## config.mk

```make
export PLATFORM = sky130hd
export DESIGN_NAME = register_file_flat
export DESIGN_NICKNAME = d
export VERILOG_FILES = /design/src/rtl/register_file_pkg.sv /design/src/rtl/register_file_if.sv /design/src/rtl/pending_scoreboard.sv /design/src/rtl/register_file.sv /design/src/flat_wrapper.sv
export SDC_FILE = /design/constraint.sdc
export NUM_CORES = 2
export LEC_CHECK = 0
export BUFFER_PORTS_ARGS = -buffer_cell sky130_fd_sc_hd__buf_2
export CAP_MARGIN = 15
export CORE_ASPECT_RATIO = 1.25
export CORE_UTILIZATION = 35
export CTS_BUF_LIST = sky130_fd_sc_hd__clkbuf_2 sky130_fd_sc_hd__clkbuf_4 sky130_fd_sc_hd__clkbuf_8
export DETAILED_ROUTE_END_ITERATION = 10
export GPL_TIMING_DRIVEN = 0
export HOLD_SLACK_MARGIN = 0.08
export PLACE_DENSITY = 0.53
export RECOVER_POWER = 100
export SLEW_MARGIN = 30
export SYNTH_ARGS = -nofsm -noshare
export SYNTH_HDL_FRONTEND = slang
export SYNTH_SLANG_ARGS = --single-unit
```

## constraint.sdc

```tcl
create_clock -name clk -period 3.7 [get_ports clk]
set_input_delay 0.37 -clock clk [delete_from_list [all_inputs] [get_ports clk]]
set_output_delay 0.37 -clock clk [all_outputs]
set_load 0.05 [all_outputs]
```

## src/rtl/register_file_pkg.sv

```systemverilog
// ---------------------------------------------------------------------------
// register_file_pkg
//   Shared pipeline constants for the decode-stage register file: default
//   widths, the register-address type, the hard-wired zero register index
//   and a helper returning the saturation value of a pending counter.
//   No ports (package).
// ---------------------------------------------------------------------------
package register_file_pkg;

    localparam int DEF_DATA_W = 32;
    localparam int DEF_NREGS  = 32;
    localparam int DEF_ADDR_W = $clog2(DEF_NREGS);
    localparam int DEF_PEND_W = 2;

    typedef logic [DEF_ADDR_W-1:0] reg_addr_t;

    localparam int ZERO_REG_IDX = 0;

    // Largest count a pending counter of the given width can hold.
    function automatic int pendMax(input int width);
        return (1 << width) - 1;
    endfunction

endpackage

```

## src/rtl/register_file_if.sv

```systemverilog
// ---------------------------------------------------------------------------
// register_file_if
//   Bundles the decode-side read/issue signals and the writeback port of the
//   register file.
//   master : decode + writeback (drives addresses, strobes and write data)
//   slave  : register_file (returns read data, issue_ready and stall)
//   Signals: rd_addr_a/b, use_a/b, bus_a/b, wr_en, wr_addr, wr_data,
//            issue_en, issue_addr, issue_ready, stall
// ---------------------------------------------------------------------------
interface register_file_if #(
    parameter int DATA_W = 32,
    parameter int ADDR_W = 5
) ();

    logic [ADDR_W-1:0] rd_addr_a;
    logic [ADDR_W-1:0] rd_addr_b;
    logic              use_a;
    logic              use_b;
    logic [DATA_W-1:0] bus_a;
    logic [DATA_W-1:0] bus_b;
    logic              wr_en;
    logic [ADDR_W-1:0] wr_addr;
    logic [DATA_W-1:0] wr_data;
    logic              issue_en;
    logic [ADDR_W-1:0] issue_addr;
    logic              issue_ready;
    logic              stall;

    modport master (
        output rd_addr_a, rd_addr_b, use_a, use_b,
        output wr_en, wr_addr, wr_data,
        output issue_en, issue_addr,
        input  bus_a, bus_b, issue_ready, stall
    );

    modport slave (
        input  rd_addr_a, rd_addr_b, use_a, use_b,
        input  wr_en, wr_addr, wr_data,
        input  issue_en, issue_addr,
        output bus_a, bus_b, issue_ready, stall
    );

endinterface

```

## src/rtl/pending_scoreboard.sv

```systemverilog
// ---------------------------------------------------------------------------
// pending_scoreboard
//   One saturating pending-write counter per architectural register. Issue
//   increments the destination's counter, writeback decrements it (never
//   below zero). Generates issue_ready (counter not saturated) and stall
//   (an in-use operand still has an outstanding write after this cycle's
//   writeback is accounted for).
//   Ports: clk, rst_n (sync, active-low), i_wr_en, i_wr_addr, i_issue_en,
//          i_issue_addr, i_rd_addr_a/b, i_use_a/b, o_issue_ready, o_stall
// ---------------------------------------------------------------------------
module pending_scoreboard
    import register_file_pkg::*;
#(
    parameter int NREGS    = DEF_NREGS,
    parameter int ADDR_W   = $clog2(NREGS),
    parameter int PEND_W   = DEF_PEND_W,
    parameter bit ZERO_REG = 1'b1
) (
    input  logic              clk,
    input  logic              rst_n,
    input  logic              i_wr_en,
    input  logic [ADDR_W-1:0] i_wr_addr,
    input  logic              i_issue_en,
    input  logic [ADDR_W-1:0] i_issue_addr,
    input  logic [ADDR_W-1:0] i_rd_addr_a,
    input  logic [ADDR_W-1:0] i_rd_addr_b,
    input  logic              i_use_a,
    input  logic              i_use_b,
    output logic              o_issue_ready,
    output logic              o_stall
);

    localparam logic [PEND_W-1:0] CNT_MAX = PEND_W'(pendMax(PEND_W));
    localparam logic [ADDR_W-1:0] ZERO_ADDR = ADDR_W'(ZERO_REG_IDX);

    logic [PEND_W-1:0] r_cnt     [NREGS];
    logic [PEND_W-1:0] w_cntNext [NREGS];
    logic [NREGS-1:0]  w_incVec;
    logic [NREGS-1:0]  w_decVec;
    logic [PEND_W-1:0] w_effA;
    logic [PEND_W-1:0] w_effB;
    logic              w_zeroA;
    logic              w_zeroB;

    // A saturated destination can still accept an issue if the same cycle's
    // writeback retires one of its outstanding writes.
    always_comb begin
        o_issue_ready = (r_cnt[i_issue_addr] != CNT_MAX) || w_decVec[i_issue_addr];
    end

    always_comb begin
        w_incVec = '0;
        w_decVec = '0;
        for (int i = 0; i < NREGS; i++) begin
            w_incVec[i]  = i_issue_en && o_issue_ready && (i_issue_addr == ADDR_W'(i));
            w_decVec[i]  = i_wr_en && (i_wr_addr == ADDR_W'(i)) && (r_cnt[i] != '0);
            w_cntNext[i] = r_cnt[i];
            if (ZERO_REG && (i == ZERO_REG_IDX)) begin
                w_cntNext[i] = '0;
            end else if (w_incVec[i] && !w_decVec[i]) begin
                w_cntNext[i] = r_cnt[i] + PEND_W'(1);
            end else if (w_decVec[i] && !w_incVec[i]) begin
                w_cntNext[i] = r_cnt[i] - PEND_W'(1);
            end
        end
    end

    // Effective pending count discounts a writeback landing this cycle, so
    // an operand being written back right now does not stall decode.
    always_comb begin
        w_effA  = r_cnt[i_rd_addr_a] - PEND_W'(w_decVec[i_rd_addr_a]);
        w_effB  = r_cnt[i_rd_addr_b] - PEND_W'(w_decVec[i_rd_addr_b]);
        w_zeroA = ZERO_REG && (i_rd_addr_a == ZERO_ADDR);
        w_zeroB = ZERO_REG && (i_rd_addr_b == ZERO_ADDR);
        o_stall = (i_use_a && !w_zeroA && (w_effA != '0)) ||
                  (i_use_b && !w_zeroB && (w_effB != '0));
    end

    always_ff @(posedge clk) begin
        for (int i = 0; i < NREGS; i++) begin
            if (!rst_n) begin
                r_cnt[i] <= '0;
            end else begin
                r_cnt[i] <= w_cntNext[i];
            end
        end
    end

    // Counters must never wrap in either direction; register 0 stays idle.
    always_ff @(posedge clk) begin
        if (rst_n) begin
            for (int i = 0; i < NREGS; i++) begin
                assert (!(w_incVec[i] && !w_decVec[i] && (r_cnt[i] == CNT_MAX)));
                assert (!(w_decVec[i] && !w_incVec[i] && (r_cnt[i] == '0)));
            end
            assert (!ZERO_REG || (r_cnt[ZERO_REG_IDX] == '0));
        end
    end

endmodule

```

## src/rtl/register_file.sv

```systemverilog
// ---------------------------------------------------------------------------
// register_file
//   NREGS x DATA_W register file for the decode stage: two combinational
//   read ports with write-through bypass, one synchronous write port, an
//   optional hard-wired zero register and a per-register pending-write
//   scoreboard (pending_scoreboard) that drives issue_ready and stall.
//   Ports: clk, rst_n (sync, active-low), rf (register_file_if.slave)
// ---------------------------------------------------------------------------
module register_file
    import register_file_pkg::*;
#(
    parameter int DATA_W   = DEF_DATA_W,
    parameter int NREGS    = DEF_NREGS,
    parameter int ADDR_W   = $clog2(NREGS),
    parameter int PEND_W   = DEF_PEND_W,
    parameter bit ZERO_REG = 1'b1
) (
    input  logic           clk,
    input  logic           rst_n,
    register_file_if.slave rf
);

    localparam logic [ADDR_W-1:0] ZERO_ADDR = ADDR_W'(ZERO_REG_IDX);

    logic [DATA_W-1:0] r_regs [NREGS];
    logic              w_wrAccept;

    assign w_wrAccept = rf.wr_en && !(ZERO_REG && (rf.wr_addr == ZERO_ADDR));

    always_ff @(posedge clk) begin
        if (!rst_n) begin
            for (int i = 0; i < NREGS; i++) begin
                r_regs[i] <= '0;
            end
        end else if (w_wrAccept) begin
            r_regs[rf.wr_addr] <= rf.wr_data;
        end
    end

    // Zero register takes priority over bypass so a write to r0 never leaks.
    always_comb begin
        if (ZERO_REG && (rf.rd_addr_a == ZERO_ADDR)) begin
            rf.bus_a = '0;
        end else if (rf.wr_en && (rf.wr_addr == rf.rd_addr_a)) begin
            rf.bus_a = rf.wr_data;
        end else begin
            rf.bus_a = r_regs[rf.rd_addr_a];
        end
    end

    always_comb begin
        if (ZERO_REG && (rf.rd_addr_b == ZERO_ADDR)) begin
            rf.bus_b = '0;
        end else if (rf.wr_en && (rf.wr_addr == rf.rd_addr_b)) begin
            rf.bus_b = rf.wr_data;
        end else begin
            rf.bus_b = r_regs[rf.rd_addr_b];
        end
    end

    pending_scoreboard #(
        .NREGS    (NREGS),
        .ADDR_W   (ADDR_W),
        .PEND_W   (PEND_W),
        .ZERO_REG (ZERO_REG)
    ) u_scoreboard (
        .clk           (clk),
        .rst_n         (rst_n),
        .i_wr_en       (rf.wr_en),
        .i_wr_addr     (rf.wr_addr),
        .i_issue_en    (rf.issue_en),
        .i_issue_addr  (rf.issue_addr),
        .i_rd_addr_a   (rf.rd_addr_a),
        .i_rd_addr_b   (rf.rd_addr_b),
        .i_use_a       (rf.use_a),
        .i_use_b       (rf.use_b),
        .o_issue_ready (rf.issue_ready),
        .o_stall       (rf.stall)
    );

    always_ff @(posedge clk) begin
        if (rst_n) begin
            assert (!(ZERO_REG && w_wrAccept && (rf.wr_addr == ZERO_ADDR)));
        end
    end

endmodule

```

## src/flat_wrapper.sv

```systemverilog
// flat-port wrapper written by rule: the top's interface ports become plain ports
module register_file_flat import register_file_pkg::*;
#(
    parameter int DATA_W   = DEF_DATA_W,
    parameter int NREGS    = DEF_NREGS,
    parameter int ADDR_W   = $clog2(NREGS),
    parameter int PEND_W   = DEF_PEND_W,
    parameter bit ZERO_REG = 1'b1
)
  (clk, rst_n, rf_rd_addr_a, rf_rd_addr_b, rf_use_a, rf_use_b, rf_wr_en, rf_wr_addr, rf_wr_data, rf_issue_en, rf_issue_addr, rf_bus_a, rf_bus_b, rf_issue_ready, rf_stall);
  register_file_if #(.DATA_W(DATA_W), .ADDR_W(ADDR_W)) rf_i ();
  input  logic clk;
  input  logic rst_n;
  input wire logic [$bits(rf_i.rd_addr_a)-1:0] rf_rd_addr_a;
  input wire logic [$bits(rf_i.rd_addr_b)-1:0] rf_rd_addr_b;
  input wire logic [$bits(rf_i.use_a)-1:0] rf_use_a;
  input wire logic [$bits(rf_i.use_b)-1:0] rf_use_b;
  input wire logic [$bits(rf_i.wr_en)-1:0] rf_wr_en;
  input wire logic [$bits(rf_i.wr_addr)-1:0] rf_wr_addr;
  input wire logic [$bits(rf_i.wr_data)-1:0] rf_wr_data;
  input wire logic [$bits(rf_i.issue_en)-1:0] rf_issue_en;
  input wire logic [$bits(rf_i.issue_addr)-1:0] rf_issue_addr;
  output wire logic [$bits(rf_i.bus_a)-1:0] rf_bus_a;
  output wire logic [$bits(rf_i.bus_b)-1:0] rf_bus_b;
  output wire logic [$bits(rf_i.issue_ready)-1:0] rf_issue_ready;
  output wire logic [$bits(rf_i.stall)-1:0] rf_stall;
  assign rf_i.rd_addr_a = rf_rd_addr_a;
  assign rf_i.rd_addr_b = rf_rd_addr_b;
  assign rf_i.use_a = rf_use_a;
  assign rf_i.use_b = rf_use_b;
  assign rf_i.wr_en = rf_wr_en;
  assign rf_i.wr_addr = rf_wr_addr;
  assign rf_i.wr_data = rf_wr_data;
  assign rf_i.issue_en = rf_issue_en;
  assign rf_i.issue_addr = rf_issue_addr;
  assign rf_bus_a = rf_i.bus_a;
  assign rf_bus_b = rf_i.bus_b;
  assign rf_issue_ready = rf_i.issue_ready;
  assign rf_stall = rf_i.stall;
  register_file #(.DATA_W(DATA_W), .NREGS(NREGS), .ADDR_W(ADDR_W), .PEND_W(PEND_W), .ZERO_REG(ZERO_REG)) u_core (.clk(clk), .rst_n(rst_n), .rf(rf_i));
endmodule
```

### After elaboration in Yosys (flattened, before gate mapping)

Memory sizes are Yosys's and may differ from the RTL's.
Cells that the tools add are included.

* register bits after elaboration: 0
* RAM bits: 1088
* bits of input ports: 58
* output and inout port bits: 66
* word-level logic and storage cells: 548
* memories kept: 2
* latch bits: 0
* memory bits (read-only): 0

Memories
* u_core.r_regs: words 32, width 32, rd ports 2, clocked after memory_dff 0, write ports 32, line register_file.sv:25 `logic [DATA_W-1:0] r_regs [NREGS];`
* u_core.u_scoreboard.r_cnt: words 32, width 2, rd ports 35, clocked after memory_dff 0, write ports 32, line pending_scoreboard.sv:36 `logic [PEND_W-1:0] r_cnt [NREGS];`

* equality and inequality tests: 65
* order comparisons: 3
* multiply operators: 0
* reduce and logical (&&, ||, !) cells: 270
* $add $sub $neg: 64
* div/mod/pow operators: 0
* muxes and demuxes: 112
* shifts and indexed selects: 0
* bitwise logic cells: 32

Operator list (count)
* $mux 2: 94
* $logic_and 1x1->1: 165
* $eq 5x5->1 const B: 32
* $mux 32: 5
* $eq 5x4->1 const B: 16
* $reduce_bool 2->1: 34
* $logic_not 1->1: 65
* $add 2x1->2 const B: 31
* $sub 2x1->2 const B: 31
* $eq 5x3->1 const B: 8
* $or 1x1->1: 32
* $reduce_or 32->1: 1
* $eq 5x2->1 const B: 4
* $lt 5x6->1 const B: 3
* $bmux 1 s5: 3
* $logic_not 5->1: 3
* $eq 5x1->1 const B: 2
* $eq 5x5->1: 2
* $mux 1: 9
* $mux 5: 1
* $sub 2x1->2: 2
* $logic_or 1x1->1: 2
* $ne 2x2->1 const B: 1

### Longest topological paths before layout

* depth after elaboration: 13
* mapped depth: 15
* gate-level depth less buffers: 11

### Modules after synthesis

From an unflattened synthesis, not the netlist that was laid out.

* cells, all modules: 4536
* area, all modules: 61565.3 um2

By module, submodules not included
* register_file: area each 55305.5 um2, seq. area each 30749.5 um2, cells an instance 3818, times used 1
* pending_scoreboard: area each 6259.8 um2, seq. area each 1241.2 um2, cells an instance 718, times used 1

### Worst setup path before layout

No wires, ideal clock.

* path type: input -> register
* from: input port rf_wr_addr[3]
* to: memory u_core.r_regs[8][0], enable pin
* setup time: 0.466 ns
* setup slack: -0.402 ns
* path buffers: 2
* data required time: 3.234 ns
* cell stages on the path: 4
* arrival: 3.636 ns
* path through: buf_1 -> or3b_2 -> clkbuf_1 -> o21ai_0

RTL lines
* from (decl): line flat_wrapper.sv:19 `input wire logic [$bits(rf_i.wr_addr)-1:0] rf_wr_addr;`
* to (decl): line register_file.sv:25

### Worst setup path in the final report

* from: input port rf_rd_addr_a[1]
* to: output port rf_bus_a[22]

* word-level cells in the longest chain between the ends: 4
* elaborated cells between the ends (all ways): 6
* those cells by class: eq/ne (1); mux (2); reduce/logical (2); memory (1)

Ends and longest elaborated chain
* from (decl): line flat_wrapper.sv:14 `input wire logic [$bits(rf_i.rd_addr_a)-1:0] rf_rd_addr_a;`
* parallel branches: the longest is 3 deep, another holds $mem_v2 32x32
* $mux 32 (*): line register_file.sv:42 `if (ZERO_REG && (rf.rd_addr_a == ZERO_ADDR)) begin`
* to (decl): line flat_wrapper.sv:23 `output wire logic [$bits(rf_i.bus_a)-1:0] rf_bus_a;`

Every way passes the cells marked *.

==> metrics.json <==
{
  "worst_ir_drop_vdd": {"value": 0.441, "unit": "mV"},
  "syn_avg_cell_area": {"value": 14.6, "unit": "µm²"},
  "max_buffers_root_to_sink": {"value": 3},
  "placement.cell_area": {"value": 67500, "unit": "µm²"},
  "synth-edff-count": {"value": 1024},
  "postLayoutCoreUtil": {"value": 40.8, "unit": "%"},
  "power.share.switching": {"value": 29.6, "unit": "%"},
  "synth_top_cell_by_area": {"value": "edfxtp_1"},
  "yosysUniqueCellTypes": {"value": 70},
  "grt_max_degree": {"value": 26},
  "final_net_count": {"value": 4740},
  "final_min_period_over_clock_period": {"value": 103, "unit": "%"},
  "dr_vias_cell": {"value": 6.01},
  "dieHeight": {"value": 469, "unit": "µm"},
  "share_seq_of_total_power": {"value": 47.2, "unit": "%"},
  "tritoncts_clock_tree": {"value": "built"},
  "synth_top_area_cells": {"value": "edfxtp_1, mux4_2, and2_1, clkbuf_1, dfxtp_1"},
  "finalClockSkew": {"value": 0.0310, "unit": "ns"},
  "area.growth.synth_to_final": {"value": 15.9, "unit": "%"},
  "total_vias_in_the_final_route": {"value": 42834},
  "share_of_cells_above_drive_strength_1": {"value": 28.8, "unit": "%"},
  "avgRoutedWirePerCell": {"value": 36.5, "unit": "µm"},
  "synthArstFlopShare": {"value": 0, "unit": "%"},
  "wire_length_of_the_first_global_routing_pass": {"value": 352000, "unit": "µm"},
  "max_freq": {"value": 262, "unit": "MHz"},
  "pwr_density_cell": {"value": 432, "unit": "nW/µm²"},
  "finalHoldViolations": {"value": 0},
  "remaining_antenna_violation_count_after_routing": {"value": 0},
  "synth_flop_cell": {"value": "edfxtp_1"},
  "synth-compound-area-share": {"value": 3.51, "unit": "%"},
  "clk-insertion-delay-late": {"value": 0.99, "unit": "ns"},
  "i_o_pins": {"value": 124},
  "critical_path.max_fanout": {"value": 10},
  "final_common_cell": {"value": "edfxtp_1"},
  "combinational_family_with_the_most_area_after_synthesis": {"value": "multiplexers"},
  "max_slew.worst_pin.slew": {"value": 2.17, "unit": "ns"},
  "synth_sequential_area_ratio": {"value": 52.3, "unit": "%"},
  "place.detailed.hpwl": {"value": 202000, "unit": "µm"},
  "placeableCoreArea": {"value": 174000, "unit": "µm²"},
  "drt_iter0_drc": {"value": 5699},
  "crit_end_category": {"value": "primary output"},
  "totalWireLength": {"value": 260000, "unit": "µm"},
  "gp_congestion": {"value": 0.984},
  "synth_warnings": {"value": 0},
  "root_buffer": {"value": "clkbuf_8"},
  "most_used_cells_in_the_layout_excluding_fill_and_tap_cells": {"value": "edfxtp_1, mux4_2, and2_0"},
  "synth.cell_area": {"value": 61100, "unit": "µm²"},
  "maxSlewViolCount": {"value": 23},
  "power.share.clock": {"value": 35.5, "unit": "%"},
  "effective_utilization_at_floorplan": {"value": 35.2, "unit": "%"},
  "critPathLaunchType": {"value": "primary input"},
  "placement_rows": {"value": 171},
  "grt_overflow": {"value": 0},
  "setup_slack": {"value": -0.120, "unit": "ns"},
  "unrepaired_setup_endpoints_after_global_routing": {"value": "yes"},
  "synth_xor_xnor_area_share": {"value": 1.02, "unit": "%"},
  "crit_required": {"value": 3.33, "unit": "ns"},
  "cts.reportedPaths.clkPinSlew": {"value": 0.06, "unit": "ns"},
  "detail_route.first_pass.iterations": {"value": 7},
  "worst_ep_arrival_time": {"value": 3.45, "unit": "ns"},
  "die_area": {"value": 176000, "unit": "µm²"},
  "synthSimpleGateAreaFrac": {"value": 14.1, "unit": "%"},
  "n_fill_cell": {"value": 16022},
  "p_int": {"value": 21.6, "unit": "mW"},
  "timing.final.crit_period": {"value": 3.82, "unit": "ns"},
  "post-route-cell-area": {"value": 70800, "unit": "µm²"},
  "power.static_leakage": {"value": 23.6, "unit": "nW"},
  "post-synth-top-area-fraction": {"value": 50.3, "unit": "%"},
  "synth.ff_latch_count": {"value": 1086},
  "cts.htree.levels": {"value": 4},
  "io_buffers": {"value": 112},
  "total_power": {"value": 30.6, "unit": "mW"},
  "comb_power_share": {"value": 17.3, "unit": "%"},
  "switching_power_total": {"value": 9.07, "unit": "mW"},
  "finish.cell_count_without_fillers": {"value": 7131},
  "drv_cap": {"value": 4},
  "gate_count_of_the_mapped_netlist": {"value": 4197},
  "final-setup-viol-count": {"value": 20},
  "clock-sinks": {"value": 1086},
  "detail_route.drc_violations": {"value": 0},
  "placedCellCount": {"value": 6764},
  "chipWidth": {"value": 376, "unit": "µm"},
  "grt_antenna_before_repair": {"value": 23},
  "yosys-mux-area-fraction": {"value": 25.4, "unit": "%"},
  "grt_usage": {"value": 29.3, "unit": "%"},
  "tritoncts.num_buffers": {"value": 182},
  "place_ws": {"value": -2.08, "unit": "ns"},
  "status": {"value": "finished with violations"},
  "hold_class": {"value": "primary input to flip-flop"},
  "adder_cell_fraction_of_synth_area": {"value": 0.635, "unit": "%"},
  "failing_checks": {"value": "max-capacitance violations, max-slew violations, negative setup slack"},
  "worst_case_headroom_to_the_max_slew_limit": {"value": -46.4, "unit": "%"},
  "first_global_vias": {"value": 42735},
  "timing_worst_setup_path_type": {"value": "primary input to primary output"}
}
-- worst paths after layout --
kind                                                       start  cells past startpoint  slack, ns                                to
worst max register to register  u_core.u_scoreboard.r_cnt[22][1]                     11      -0.02  u_core.u_scoreboard.r_cnt[23][1]
worst min-delay path                               rf_wr_addr[0]                      6       0.15  u_core.u_scoreboard.r_cnt[19][0]
worst min register to register  u_core.u_scoreboard.r_cnt[19][1]                      2       0.53  u_core.u_scoreboard.r_cnt[19][1]
worst max-delay path                             rf_rd_addr_a[1]                     11      -0.12                      rf_bus_a[22]
-- layout make-up --
| type | count | area (µm²) | share of cell area, % |
|---|---|---|---|
| Antenna cell | 13 | 32.5 | 0.0459 |
| Buffer | 443 | 2370 | 3.34 |
| Timing Repair Buffer | 245 | 1980 | 2.79 |
| Multi-Input combinational cell | 2676 | 28000 | 39.5 |
| Inverter | 17 | 68.8 | 0.0971 |
| Clock buffer | 235 | 2920 | 4.12 |
| Sequential cell | 1086 | 32000 | 45.2 |
| Clock inverter | 81 | 538 | 0.759 |
| Tap cell | 2335 | 2920 | 4.12 |
-- power by group through the flow --
stage / combinational [mW] / clock (mW) / sequential (mW)
finish: 5.30 / 10.9 / 14.5
floorplan: 2.89 / 0 / 14.6
CTS: 5.37 / 10.9 / 14.4
global placement: 4.75 / 0 / 14.7
global route: 5.36 / 11.4 / 14.5
detailed placement: 5.12 / 0 / 14.7
-- worst max-delay path, stage by stage --
cell	delay [ns]
clkbuf_4	0.24
buf_6	0.23
buf_8	0.29
clkbuf_8	0.28
buf_16	0.17
buf_4	0.30
nand2_1	0.11
a31oi_1	0.36
mux2i_1	0.15
a211oi_2	0.54
buf_4	0.31
-- per-layer routing --
metal  wire (µm)  vias to the layer above  global-route usage, %  share of wire, %
met5         249                        -                  0.273             0.096
met2      122000                     2732                   46.9                47
li1            -                    17062                      -                 -
met3       26600                      722                   7.95                10
met1       92700                    22300                   35.2                36
met4       19000                       18                   17.5               7.3
-- cells by family (layout without fill, tap and decap cells) --
kind of cell | Yosys count | after routing
AO/OA/AOI/OAI | 326 | 326
XOR/XNOR | 71 | 71
adder cells (fa/ha/maj) | 31 | 31
buffers and inverters | 466 | 1021
flip-flops | 1086 | 1086
multiplexers | 748 | 748
other | 1 | 45
AND/OR/NAND/NOR | 1468 | 1468
-- synth_stat cells, drive strengths merged, types with 4 or more instances --
| master | number |
|---|---|
| edfxtp | 1024 |
| and2 | 1021 |
| mux4 | 642 |
| clkbuf | 339 |
| nor2 | 199 |
| buf | 110 |
| mux2i | 101 |
| a211oi | 100 |
| nand2 | 78 |
| o21ai | 77 |
| xor2 | 69 |
| dfxtp | 62 |
| a21oi | 61 |
| or3 | 53 |
| ha | 31 |
| nor3 | 22 |
| nor4 | 21 |
| nand3 | 19 |
| inv | 16 |
| a31oi | 14 |
| o221ai | 11 |
| a22oi | 9 |
| nand3b | 8 |
| nor2b | 8 |
| a311oi | 7 |
| nand2b | 7 |
| o22ai | 7 |
| nor4b | 6 |
| o32ai | 6 |
| mux2 | 5 |
| nand4 | 5 |
| a221oi | 4 |
| nor3b | 4 |
| o2111ai | 4 |
| or2 | 4 |
-- timing repair --
item	in CTS	in global routing
pin swaps	13	13
resized for setup	295	67
hold buffers	35	0
hold endpoints to repair	47	0
buffers inserted	5	3
setup endpoints to repair	66	49
-- state kept, by name, summed over array words and instances, names as in the netlist --
register                   flops
u_core.r_regs               1024
u_core.u_scoreboard.r_cnt     62
-- per-stage QoR --
step	hold WS [ns]	TNS [ns]
finish	0.154	-0.777
detailed placement	0.541	-144.11
floorplan	0.487	-63.98
global route	0.186	-0.929
global placement	0.525	-2235.70
CTS	0.0803	0
(Power assumes the default switching activity.)
